<file path="src/rtl/wreg_loader.sv">
// Sparse weight loader: clears every weight register, then streams (row, weight)
// beats onto a shared bus with one-hot write enables and pulses done_o at the end.
module wreg_loader #(
    parameter int F_WIDTH    = 8,
    parameter int NUM_ROWS   = 8,
    parameter int ROW_ADDR_W = 3
) (
    input  logic                      clk_i,
    input  logic                      rst_i,
    input  logic                      start_i,
    input  logic                      s_valid_i,
    output logic                      s_ready_o,
    input  logic signed [F_WIDTH-1:0] s_weight_i,
    input  logic [ROW_ADDR_W-1:0]     s_row_i,
    input  logic                      s_last_i,
    output logic signed [F_WIDTH-1:0] f_weight_o,
    output logic [NUM_ROWS-1:0]       wreg_wr_en_o,
    output logic                      wreg_rst_o,
    output logic                      busy_o,
    output logic                      done_o,
    output logic                      err_o,
    output logic [ROW_ADDR_W:0]       nnz_o,
    output logic [2:0]                state_o
);

    typedef enum logic [2:0] {
        IDLE  = 3'd0,
        CLEAR = 3'd1,
        LOAD  = 3'd2,
        DRAIN = 3'd3,
        DONE  = 3'd4
    } state_t;

    localparam logic [ROW_ADDR_W:0] ROWS_C = (ROW_ADDR_W + 1)'(NUM_ROWS);

    state_t                state;
    logic [ROW_ADDR_W:0]   beat_cnt;
    logic [ROW_ADDR_W:0]   cnt_inc;
    logic [NUM_ROWS-1:0]   row_onehot;
    logic                  row_ok;
    logic                  accept;
    logic                  cap_hit;

    // Stream handshake: a beat transfers on a rising edge where s_valid_i and
    // s_ready_o are both high; s_ready_o depends on the state register only.
    assign s_ready_o = (state == LOAD);
    assign busy_o    = (state != IDLE);
    assign state_o   = state;

    assign accept  = s_valid_i && (state == LOAD);
    assign cnt_inc = beat_cnt + 1'b1;
    assign cap_hit = (cnt_inc == ROWS_C);

    // Out-of-range indices decode to no enable at all, which doubles as the range check.
    always_comb begin
        row_onehot = '0;
        for (int r = 0; r < NUM_ROWS; r++) begin
            row_onehot[r] = ({1'b0, s_row_i} == (ROW_ADDR_W + 1)'(r));
        end
    end

    assign row_ok = |row_onehot;

    always_ff @(posedge clk_i or posedge rst_i) begin
        if (rst_i) begin
            state        <= IDLE;
            beat_cnt     <= '0;
            f_weight_o   <= '0;
            wreg_wr_en_o <= '0;
            wreg_rst_o   <= 1'b0;
            done_o       <= 1'b0;
            err_o        <= 1'b0;
            nnz_o        <= '0;
        end else begin
            wreg_wr_en_o <= '0;
            wreg_rst_o   <= 1'b0;
            done_o       <= 1'b0;
            case (state)
                IDLE: begin
                    if (start_i) begin
                        state      <= CLEAR;
                        wreg_rst_o <= 1'b1;
                        err_o      <= 1'b0;
                        nnz_o      <= '0;
                        beat_cnt   <= '0;
                    end
                end
                CLEAR: state <= LOAD;
                LOAD: begin
                    if (accept) begin
                        beat_cnt <= cnt_inc;
                        if (row_ok) begin
                            f_weight_o   <= s_weight_i;
                            wreg_wr_en_o <= row_onehot;
                            nnz_o        <= nnz_o + 1'b1;
                        end
                        // Sticky: bad index, or buffer filled without a last marker.
                        err_o <= err_o | ~row_ok | (cap_hit & ~s_last_i);
                        if (s_last_i || cap_hit) begin
                            state <= DRAIN;
                        end
                    end
                end
                DRAIN: begin
                    state  <= DONE;
                    done_o <= 1'b1;
                end
                DONE:    state <= IDLE;
                default: state <= IDLE;
            endcase
        end
    end

endmodule

</file>
<file path="config.mk">
export PLATFORM = sky130hd
export DESIGN_NAME = wreg_loader
export DESIGN_NICKNAME = d
export VERILOG_FILES = /design/src/rtl/wreg_loader.sv
export SDC_FILE = /design/constraint.sdc
export NUM_CORES = 1
export LEC_CHECK = 0
export BUFFER_PORTS_ARGS = -buffer_cell sky130_fd_sc_hd__buf_2
export CAP_MARGIN = 20
export CORE_MARGIN = 2
export CORE_UTILIZATION = 24
export DETAILED_ROUTE_END_ITERATION = 16
export HOLD_SLACK_MARGIN = 0.12
export PLACE_DENSITY = 0.56
export SETUP_SLACK_MARGIN = 0.05
export SLEW_MARGIN = 20
export SYNTH_ARGS = -nofsm -noshare
export SYNTH_HDL_FRONTEND = slang
export SYNTH_SLANG_ARGS = --single-unit
</file>
<file path="constraint.sdc">
create_clock -name clk_i -period 2.9 [get_ports clk_i]
set_input_delay 0.29 -clock clk_i [delete_from_list [all_inputs] [get_ports clk_i]]
set_output_delay 0.29 -clock clk_i [all_outputs]
set_load 0.01 [all_outputs]
</file>
== Yosys cells after proc, flatten, opt, wreduce, memory -nomap -nowiden ==
Cells that the tools add are included.

* Bits in registers: 30
* Output and inout bits: 28
* Word-level logic and storage cells: 60

* Eq/ne operators: 15
* Bitwise operators: 5
* Mux-type cells: 19
* Reductions and logical operators: 11
* Add/sub/neg operators: 2

{| class="wikitable"
|+ Operators with widths
! kind !! number
|-
| 8-bit two-way mux || 3
|-
| 4-bit two-way mux || 4
|-
| 4-bit one-hot mux with 2 select lines || 2
|-
| 3-bit by 2-bit equality test with 1-bit output, second input constant || 4
|-
| 3-bit equality test, second input constant || 4
|-
| 3-bit one-hot mux with 4 select lines || 1
|-
| 3-bit two-way mux || 3
|-
| 3-bit AND reduction || 3
|-
| 4-bit by 1-bit adder with 4-bit output, second input constant || 2
|-
| 8-bit OR reduction || 1
|-
| 3-bit by 1-bit equality test with 1-bit output, second input constant || 2
|-
| 3-bit logical NOT || 2
|-
| 2-bit by 1-bit != test with 1-bit output, second input constant || 3
|-
| 1-bit two-way mux || 5
|-
| 4-bit equality test, second input constant || 1
|-
| 4-bit AND reduction || 1
|-
| 3-bit nonzero test || 1
|-
| 2-bit != test, second input constant || 1
|-
| 1-bit inverter || 2
|-
| 1-bit OR || 2
|-
| 1-bit one-hot mux with 2 select lines || 1
|-
| 2-bit nonzero test || 1
|-
| 1-bit AND || 1
|-
| 1-bit logical AND || 1
|-
| 1-bit logical OR || 1
|}

== Logic depth before layout (Yosys ltp) ==
Gate-level depths: netlist of the first run.

* Word-level depth: 7
* Depth in mapped cells: 6

== Least setup slack after synthesis of the first run ==
Ideal clock, no wire load.

* Kind: register -> register
* From: reg state[1], in the netlist state_o[1]
* To: reg nnz_o[0]
* Arrival: 1295 ps
* Setup slack: 1480 ps
* Path buffers: 1
* Clock period less this slack: 1420 ps
* Setup time: 125 ps
* Cell stages (with the launch flop): 5
* Path through: dfrtp_1 buf_2 nor4b_4 nor2_2 mux2_2

* Cells in the longest elaborated chain, start to end: 4

{| class="wikitable"
|+ Ends and longest elaborated chain
! element !! RTL line !! source
|-
| start: declaration || 36 || <nowiki>state_t state;</nowiki>
|-
| start signal: assignment || 66 || <nowiki>state <= IDLE;</nowiki>
|-
| start signal: assignment || 81 || <nowiki>state <= CLEAR;</nowiki>
|-
| start signal: assignment || 88 || <nowiki>CLEAR: state <= LOAD;</nowiki>
|-
| 3-bit by 2-bit equality test with 1-bit output || 50, 78 ||
|-
| 1-bit logical AND || 50 || <nowiki>assign accept = s_valid_i && (state == LOAD);</nowiki>
|-
| 2-bit by 1-bit != test with 1-bit output (no line) || n/a ||
|-
| 4-bit AND reduction (no line) || n/a ||
|-
| end signal: assignment || 95 || <nowiki>nnz_o <= nnz_o + 1'b1;</nowiki>
|-
| end: declaration || 22 || <nowiki>output logic [ROW_ADDR_W:0] nnz_o,</nowiki>
|}

Several ways; a longest one is shown, not always the timed one.
A chain may end at the register's enable or synchronous reset.

== Final worst setup path of the first run ==
* From: reg state[1], in the netlist state_o[1]
* To: out s_ready_o

* Cells in the longest elaborated chain, start to end: 1

{| class="wikitable"
|+ Ends and longest elaborated chain
! element !! RTL line !! source
|-
| 3-bit by 2-bit equality test with 1-bit output || 46 || <nowiki>assign s_ready_o = (state == LOAD);</nowiki>
|-
| end: declaration || 12 || <nowiki>output logic s_ready_o,</nowiki>
|}

No other way between the ends.

==> results of run 1 <==
-- final timing paths --
check / startpoint / endpoint / slack (ns) / depth (start not counted)
worst min-delay path: s_weight_i[0] / f_weight_o[0] / 0.19 / 3
max in group asynchronous: rst_i / nnz_o[1] / 2.00 / 4
worst min register to register: f_weight_o[4] / f_weight_o[4] / 0.47 / 2
worst max-delay path: state_o[1] / s_ready_o / 1.21 / 2
worst max register to register: state_o[0] / beat_cnt[0] / 1.34 / 4
min in group asynchronous: rst_i / beat_cnt[3] / 0.63 / 4
-- power by group through the flow --
stage | Clock (mW) | Combinational, mW | Sequential [mW]
finish | 0.521 | 0.498 | 0.650
global route | 0.550 | 0.576 | 0.669
CTS | 0.536 | 0.511 | 0.654
detailed placement | 0 | 0.510 | 0.658
global placement | 0 | 0.503 | 0.658
floorplan | 0 | 0.283 | 0.673
-- synthesized netlist by cell type --
cell type,n
nor4b_4,1
nor3b_1,1
and3b_1,1
nor4bb_1,1
o2bb2ai_1,2
nand2b_1,2
or3_1,3
o211ai_1,1
nor4_1,1
nand3_1,2
nand2_1,27
nor2_1,6
a21oi_1,4
a22o_1,3
nor2_2,1
ha_1,2
mux2_2,2
nand3b_1,1
inv_1,5
buf_2,5
nand4bb_1,1
xnor2_1,2
o21ai_0,2
nor3_1,4
o32ai_1,1
dfrtp_1,30
a21boi_0,1
-- state kept, by name, indices dropped and copies added, names as in the netlist --
| signal | flops |
|---|---|
| f_weight_o | 8 |
| wreg_wr_en_o | 8 |
| beat_cnt | 4 |
| nnz_o | 4 |
| state_o | 3 |
| done_o | 1 |
| err_o | 1 |
| wreg_rst_o | 1 |
-- critical path: stages (launching register included) --
cell and delay [ns]:
dfrtp_1 0.53, nor3b_1 0.38, buf_2 0.20
-- timing repair --
| action | CTS | global route |
|---|---|---|
| endpoints found under the setup margin | 0 | 0 |
| hold buffers | 1 | 0 |
| setup buffers | 0 | 0 |
| endpoints found under the hold margin | 30 | 0 |
| resized for setup | 0 | 0 |
-- layout make-up --
cell class	count	area, um2
clock inverters	2	60.1
repair buffers	47	248
well taps	67	83.8
flip-flops and latches	30	751
multi-input cells	72	444
fillers	510	3130
clock buffers	6	82.6
inverters	5	18.8
-- through the flow --
step	util, %	instances
after floorplan	-	112
after global placement	31.9	220
after detailed placement	31.9	220
after CTS	35.0	229
after global routing	35.0	229
final	35.0	229
-- cell usage in the layout (no fill, tap or decap), types with 2 or more instances in the layout --
cell type  instances
o2bb2ai_1          2
nor2_1             6
or3_1              3
xnor2_1            2
o21ai_0            2
dfrtp_1           30
nand3_1            2
ha_1               2
a21oi_1            4
nor3_1             4
clkbuf_8           6
mux2_2             2
buf_4              3
a22o_1             3
nand2b_1           2
bufinv_16          2
nand2_1           27
buf_2             43
inv_1              5
-- logic make-up (layout without fill, tap and decap cells) --
logic type,Yosys count,in the layout,share of synthesized area (%)
mux,2,2,1.84
fa+ha+maj,2,2,2.04
buf+inv,10,60,3.58
xor+xnor,2,2,1.43
simple gates,52,52,21.8
compound gates,14,14,7.98
flops,30,30,61.3
-- metal layers --
layer  wire length (um)  share of wire [%]  vias up  track usage, %
li1                   -                  -      475               -
met1               1220                 47      428            12.4
met2               1200                 46       31            15.8
met3                134                5.2        4            3.97
met4                 38                1.5        0            5.26
met5                  0                  0        -               0
==> impl_metrics.env, run 1 <==
export IMPL_numClockSinks=30
export IMPL_p_per_area_nw_per_um2=989
export IMPL_dr_first_iter_drc_count=27
export IMPL_die_h_um=75.4
export IMPL_drtPass1Iterations=4
export IMPL_cts_buffers_inserted=5
export IMPL_fin_skew_ns=0.00992
export IMPL_setup_tns_final_ns=0
export IMPL_cts_buffer_depth=2
export IMPL_rsz0062_at_grt="no"
export IMPL_period_minus_slack_ns=1.69
export IMPL_start_kind="flip-flop"
export IMPL_syn_nets=130
export IMPL_ys_top_cells_by_area="dfrtp_1, nand2_1, a22o_1"
export IMPL_pwr_share_seq_pct=38.9
export IMPL_fin_ws_ns=1.21
export IMPL_cp_required_ns=2.61
export IMPL_status="finished clean"
export IMPL_synth_top_area_share_pct=61.3
export IMPL_place_hpwl_mm=1.80
export IMPL_avgSynthCellArea_um2=10.9
export IMPL_report_power_total_mw=1.67
export IMPL_antenna_left=0
export IMPL_clkPwrFrac_pct=31.2
export IMPL_yosysSeqAreaShare_pct=61.3
export IMPL_grt_max_degree=31
export IMPL_layout_nets=179
export IMPL_grt_pass1_wl_mm=4.19
export IMPL_power_frac_comb_pct=29.9
export IMPL_cts_root_buf="clkbuf_8"
export IMPL_grt_overflow=0
export IMPL_dpl_worst_slack_ns=1.34
export IMPL_clk_latency_ns=0.28
export IMPL_insertedDiodeCount=0
export IMPL_grtUsageTotal_pct=10.3
export IMPL_place_gp_congestion=0.811
export IMPL_wl_per_cell_um=11.3
export IMPL_grt_pass1_vias=922
export IMPL_vias=938
export IMPL_hold_class="primary input to flip-flop"
export IMPL_clock_fmax_mhz=593
export IMPL_crit_type="flip-flop to output port"
export IMPL_rows=25
export IMPL_cap_violations=0
export IMPL_die_area_um2=5690
export IMPL_critPathArrivalTime_ns=1.40
export IMPL_cts_tree="done"
export IMPL_max_slew_margin_rel_pct=74.4
export IMPL_cp_max_fo=9
export IMPL_timing_final_crit_share_pct=58.2
export IMPL_wl_mm=2.60
export IMPL_p_sw_share_pct=32.2
export IMPL_placed_cell_area_um2=1540
export IMPL_synth_seq_cells=30
export IMPL_io_pins=44
export IMPL_area_growth_syn_to_layout_pct=37.9
export IMPL_initial_utilization_pct=25.4
export IMPL_intPower_mw=1.13
export IMPL_portBuffers=43
export IMPL_worst_slew_pin_slew_ns=0.382
export IMPL_p_leak_nw=0.879
export IMPL_design_area_um2=1690
export IMPL_clk_pin_slew_ns=0.07
export IMPL_setup_viol=0
export IMPL_synth_largest_area_cell="dfrtp_1"
export IMPL_ys_types=27
export IMPL_p_switching_uw=537
export IMPL_drc=0
export IMPL_fp_dieW_um=75.4
export IMPL_antenna_found_initial=0
export IMPL_htreeDepth=2
export IMPL_fin_hold_ws_ns=0.190
export IMPL_synth_area_um2=1220
export IMPL_avgViaCountPerCell=4.10
export IMPL_postSynthCellCount=112
export IMPL_drv_slew=0
export IMPL_yosysWarningCount=0
export IMPL_final_hold_violation_count=0
export IMPL_drive_above_1_share_pct=36.4
export IMPL_cp_end_kind="output port"
export IMPL_core_area_um2=4820
export IMPL_irDropWorstVdd_uv=285
No activity file was read; power rests on OpenSTA's default activity.
==> inputs of run 2 (changes only) <==
==> constraint.sdc (replaced) <==
create_clock -name clk_i -period 1.6 [get_ports clk_i]
set_input_delay 0.16 -clock clk_i [delete_from_list [all_inputs] [get_ports clk_i]]
set_output_delay 0.16 -clock clk_i [all_outputs]
set_load 0.01 [all_outputs]
==> run 2 against run 1 <==
Against the previous run: clock power up 82%; count of clock-buffer cells in the layout did not move; utilization is 3.1 points higher; sequential power up 82%; clock skew decreased by 0.0077 ns.
==> impl_metrics.env, run 2 (synthesis gave the netlist of run 1 again) <==
export IMPL_status="finished clean"
export IMPL_place_hpwl_mm=1.81
export IMPL_clk_pin_slew_ns=0.07
export IMPL_portBuffers=43
export IMPL_hold_class="primary input to flip-flop"
export IMPL_insertedDiodeCount=0
export IMPL_setup_viol=0
export IMPL_drc=0
export IMPL_cp_cell_sequence="nor4bb_4 -> nor2_2 -> mux2_2"
export IMPL_crit_type="flip-flop to flip-flop"
export IMPL_fp_dieW_um=75.4
export IMPL_timing_final_crit_share_pct=91.8
export IMPL_intPower_mw=2.11
export IMPL_grt_overflow=0
export IMPL_fin_hold_ws_ns=0.206
export IMPL_final_common_cell="buf_2"
export IMPL_cts_root_buf="clkbuf_8"
export IMPL_wl_per_cell_um=10.9
export IMPL_rsz0062_at_grt="yes"
export IMPL_register_area_um2=752
export IMPL_core_area_um2=4820
export IMPL_power_frac_comb_pct=31.2
export IMPL_grt_pass1_wl_mm=4.27
export IMPL_p_switching_uw=992
export IMPL_dpl_worst_slack_ns=0.133
export IMPL_die_h_um=75.4
export IMPL_p_sw_share_pct=32.0
export IMPL_initial_utilization_pct=25.4
export IMPL_rows=25
export IMPL_n_fill_cell=508
export IMPL_pwr_share_seq_pct=38.2
export IMPL_cp_required_ns=1.76
export IMPL_htreeDepth=2
export IMPL_setup_tns_final_ns=0
export IMPL_drv_slew=0
export IMPL_cp_buffers_inverters=0
export IMPL_fin_ws_ns=0.131
export IMPL_cts_tree="done"
export IMPL_clk_latency_ns=0.27
export IMPL_clkPwrFrac_pct=30.7
export IMPL_irDropWorstVdd_uv=590
export IMPL_drive_above_1_share_pct=36.2
export IMPL_final_core_util_pct=38.1
export IMPL_grt_max_degree=31
export IMPL_largestRegisters="f_weight_o: 8 flops, wreg_wr_en_o: 8 flops"
export IMPL_max_slew_margin_rel_pct=74.7
export IMPL_fin_skew_ns=0.00225
export IMPL_critPathMaxStageDelay_ns=0.50
export IMPL_cts_buffers_inserted=5
export IMPL_area_growth_syn_to_layout_pct=50.1
export IMPL_finalNonFillerCells=244
export IMPL_worst_slew_pin_slew_ns=0.380
export IMPL_numClockSinks=30
export IMPL_multi_input_area_um2=449
export IMPL_grtUsageTotal_pct=10.2
export IMPL_dpl_cell_count=221
export IMPL_p_leak_nw=0.947
export IMPL_final_hold_violation_count=0
export IMPL_drtPass1Iterations=4
export IMPL_cp_end_kind="flip-flop"
export IMPL_cap_violations=0
export IMPL_critPathArrivalTime_ns=1.63
export IMPL_io_pins=44
export IMPL_period_minus_slack_ns=1.47
export IMPL_cts_buffer_depth=2
export IMPL_start_kind="flip-flop"
export IMPL_p_per_area_nw_per_um2=1690
export IMPL_avgViaCountPerCell=4.12
export IMPL_vias=1005
export IMPL_grt_pass1_vias=949
export IMPL_die_area_um2=5690
export IMPL_antenna_found_initial=0
export IMPL_place_gp_congestion=0.773
export IMPL_wl_mm=2.66
export IMPL_dr_first_iter_drc_count=38
export IMPL_antenna_left=0
export IMPL_mostFrequentLayoutCells="buf_2, dfrtp_1, nand2_1"
export IMPL_cp_top_family="simple AND/OR/NAND/NOR gates"
export IMPL_cp_max_fo=9
export IMPL_critPathSlowestCell="dfrtp_1"
export IMPL_clock_fmax_mhz=681
export IMPL_layout_nets=194
-- run 2: power groups by stage --
| stage | registers (mW) | logic [mW] | clock network, mW |
|---|---|---|---|
| 2_1_floorplan | 1.22 | 0.512 | 0 |
| 3_3_place_gp | 1.19 | 0.922 | 0 |
| 3_5_place_dp | 1.19 | 0.932 | 0 |
| 4_1_cts | 1.18 | 0.962 | 0.974 |
| 5_1_grt | 1.22 | 1.08 | 1.01 |
| 6_report | 1.18 | 0.967 | 0.950 |
-- run 2: metal layers --
metal / wire length [um] / global-route usage, % / vias up
met4: 67 / 6.43 / 0
met1: 1200 / 11.7 / 461
met3: 143 / 2.51 / 7
met2: 1250 / 16.9 / 37
li1: - / - / 500
met5: 0 / 0 / -
-- run 2: path summary, 6_finish.rpt --
| check | start | endpoint | slack, ns | depth (start not counted) |
|---|---|---|---|---|
| setup / recovery | state_o[2] | nnz_o[0] | 0.13 | 3 |
| hold / removal | start_i | state_o[0] | 0.21 | 3 |
| setup reg to reg | state_o[2] | nnz_o[0] | 0.13 | 3 |
| hold reg to reg | f_weight_o[7] | f_weight_o[7] | 0.47 | 2 |
| max in group asynchronous | rst_i | state_o[0] | 0.80 | 4 |
| min in group asynchronous | rst_i | wreg_rst_o | 0.51 | 4 |
-- run 2: area by class of cell --
| type | instances | area share, % |
|---|---|---|
| flip-flops and latches | 30 | 40.9 |
| multi-input cells | 72 | 24.5 |
| repair buffers | 62 | 21.3 |
| well taps | 67 | 4.56 |
| clock buffers | 6 | 4.50 |
| clock inverters | 2 | 3.27 |
| inverters | 5 | 1.02 |
-- run 2: worst reg2reg max path, delay by kind of cell, from the launching register on --
family | cells | cell delay [ns]
mux | 1 | 0.28
flops | 1 | 0.50
simple gates | 2 | 0.57
-- run 2: what timing repair did --
action,CTS,global route
buffers inserted,0,2
hold buffers,13,0
setup endpoints to repair,1,4
endpoints found under the hold margin,44,0
pin swaps,0,1
gates resized for setup,1,1
-- run 2: per-stage QoR --
step	area (um2)	total power, mW
floorplan	1220	1.73
global placement	1540	2.11
detailed placement	1540	2.12
CTS	1820	3.12
global route	1840	3.32
finish	1840	3.10
==> inputs of run 3 (changes only) <==
--- a/config.mk
+++ b/config.mk
@@ -6,13 +6,13 @@
 export NUM_CORES = 1
 export LEC_CHECK = 0
 export BUFFER_PORTS_ARGS = -buffer_cell sky130_fd_sc_hd__buf_2
-export CAP_MARGIN = 20
+export CAP_MARGIN = 10
 export CORE_MARGIN = 2
 export CORE_UTILIZATION = 24
 export DETAILED_ROUTE_END_ITERATION = 16
 export HOLD_SLACK_MARGIN = 0.12
 export PLACE_DENSITY = 0.56
-export SETUP_SLACK_MARGIN = 0.05
+export SETUP_SLACK_MARGIN = 0.5
 export SLEW_MARGIN = 20
 export SYNTH_ARGS = -nofsm -noshare
 export SYNTH_HDL_FRONTEND = slang
==> run 3 against run 2 <==
Against the previous run: routed wire length increased by 22%; sequential power about the same; first-iteration DRC count up 47%; via count grew 8.4%; clock power fell by 22%; fmax is 2.3% higher; highest routed layer unchanged; clock skew up 0.0026 ns; global-route usage grew 1.2 points; register-to-register slack improved by 0.03 ns.
==> impl_metrics.env, run 3 (synthesis gave the netlist of run 1 again) <==
export IMPL_mostFrequentLayoutCells="buf_2, dfrtp_1, nand2_1"
export IMPL_period_minus_slack_ns=1.44
export IMPL_final_hold_violation_count=0
export IMPL_setup_viol=0
export IMPL_place_gp_congestion=0.691
export IMPL_area_growth_syn_to_layout_pct=73.9
export IMPL_hold_class="primary input to flip-flop"
export IMPL_grt_overflow=0
export IMPL_clk_latency_ns=0.28
export IMPL_final_common_cell="buf_2"
export IMPL_drtPass1Iterations=4
export IMPL_clk_pin_slew_ns=0.07
export IMPL_die_h_um=75.4
export IMPL_cts_root_buf="clkbuf_8"
export IMPL_avgViaCountPerCell=4.20
export IMPL_place_hpwl_mm=2.04
export IMPL_wl_mm=3.25
export IMPL_cts_buffer_depth=2
export IMPL_antenna_left=0
export IMPL_largestRegisters="f_weight_o: 8 flops, wreg_wr_en_o: 8 flops"
export IMPL_start_kind="flip-flop"
export IMPL_setup_tns_final_ns=0
export IMPL_cp_max_fo=6
export IMPL_irDropWorstVdd_uv=623
export IMPL_fin_skew_ns=0.00485
export IMPL_cp_end_kind="flip-flop"
export IMPL_vias=1089
export IMPL_htreeDepth=2
export IMPL_cts_buffers_inserted=5
export IMPL_grtUsageTotal_pct=11.4
export IMPL_numClockSinks=30
export IMPL_rsz0062_at_grt="yes"
export IMPL_p_leak_nw=1.08
export IMPL_report_power_total_mw=3.46
export IMPL_critPathArrivalTime_ns=1.66
export IMPL_timing_final_crit_share_pct=89.7
export IMPL_grt_pass1_wl_mm=4.80
export IMPL_cp_required_ns=1.82
export IMPL_worst_slew_pin_slew_ns=0.374
export IMPL_wl_per_cell_um=12.5
export IMPL_crit_type="flip-flop to flip-flop"
export IMPL_rows=25
export IMPL_clock_fmax_mhz=697
export IMPL_drv_slew=0
export IMPL_core_area_um2=4820
export IMPL_cap_violations=0
export IMPL_insertedDiodeCount=0
export IMPL_status="finished clean"
export IMPL_n_fill_cell=479
export IMPL_grt_max_degree=14
export IMPL_layout_nets=209
export IMPL_io_pins=44
export IMPL_fp_dieW_um=75.4
export IMPL_grt_pass1_vias=1026
export IMPL_portBuffers=43
export IMPL_max_slew_margin_rel_pct=75.0
export IMPL_cts_tree="done"
export IMPL_dr_first_iter_drc_count=56
export IMPL_antenna_found_initial=0
export IMPL_p_per_area_nw_per_um2=1630
export IMPL_initial_utilization_pct=25.4
export IMPL_drive_above_1_share_pct=54.7
export IMPL_drc=0
export IMPL_die_area_um2=5690
==> run 3: changes by cell type in the layout (fill, tap and decap cells not counted), moves of 3 or more <==
cell     delta
buf_4       +4
nand2_2     +8
buf_6      +11
nor3_4      +3
nor3_1      -4
nand2_1    -10
==> run 3: cell type report <==
cell class                 count  area, um2  share of cell area, %
tap                           67       83.8                   3.94
clock inverter                 3       40.0                   1.88
multi-input combinational     72        589                   27.7
clock buffer                   5       68.8                   3.23
timing repair buffer          77        569                   26.7
sequential                    30        754                   35.4
inverter                       5       22.5                   1.06
==> run 3: what timing repair did <==
action                     in CTS  in global routing
hold endpoints to repair       22                  0
gates resized for setup        21                 27
hold buffers                   12                  0
pin swaps                      19                  4
cloned                          0                  1
setup endpoints to repair      30                 50
buffers inserted                8                  6
==> run 3: where the power goes <==
part	leakage (nW)	switching [mW]	total, mW	internal [mW]
clock network	0.0579	0.286	0.744	0.458
registers	0.394	0.198	1.17	0.976
logic	0.624	0.702	1.54	0.840
total	1.08	1.19	3.46	2.27
==> run 3: routing by layer <==
metal / track usage (%) / share of wire, % / routed length [um] / vias up
met5: 0 / 0 / 0 / -
met4: 4.09 / 2.0 / 66 / 0
met3: 3.57 / 3.4 / 111 / 7
met2: 18.1 / 54 / 1750 / 23
met1: 14.8 / 41 / 1320 / 521
li1: - / - / - / 538
==> run 3: worst max-delay path: stages (launching register included) <==
cell,delay (ns)
dfrtp_2,0.48
nor4bb_4,0.44
buf_6,0.19
buf_6,0.14
nand2_2,0.06
nand2_1,0.06
==> run 3: path summary, 6_finish.rpt <==
check                               from  depth (start not counted)  slack (ns)               to
min reg2reg                f_weight_o[6]                          2        0.47    f_weight_o[6]
max reg2reg                   state_o[2]                          5        0.16    f_weight_o[5]
min in group asynchronous          rst_i                          3        0.38         nnz_o[0]
min                           s_row_i[2]                          2        0.21  wreg_wr_en_o[1]
max                           state_o[2]                          5        0.16    f_weight_o[5]
max in group asynchronous          rst_i                          4        0.81         nnz_o[3]
==> run 3: stage by stage <==
| step | cells | util, % | cell area [um2] | hold slack (ns) | worst slack [ns] |
|---|---|---|---|---|---|
| 2_1_floorplan | 112 | - | 1270 | 0.223 | 0.233 |
| 3_3_place_gp | 224 | 32.8 | 1580 | 0.210 | 0.0761 |
| 3_5_place_dp | 224 | 32.8 | 1580 | 0.225 | 0.00795 |
| 4_1_cts | 252 | 40.4 | 1950 | 0.140 | 0.164 |
| 5_1_grt | 259 | 44.2 | 2130 | 0.209 | 0.110 |
| 6_report | 259 | 44.2 | 2130 | 0.207 | 0.164 |
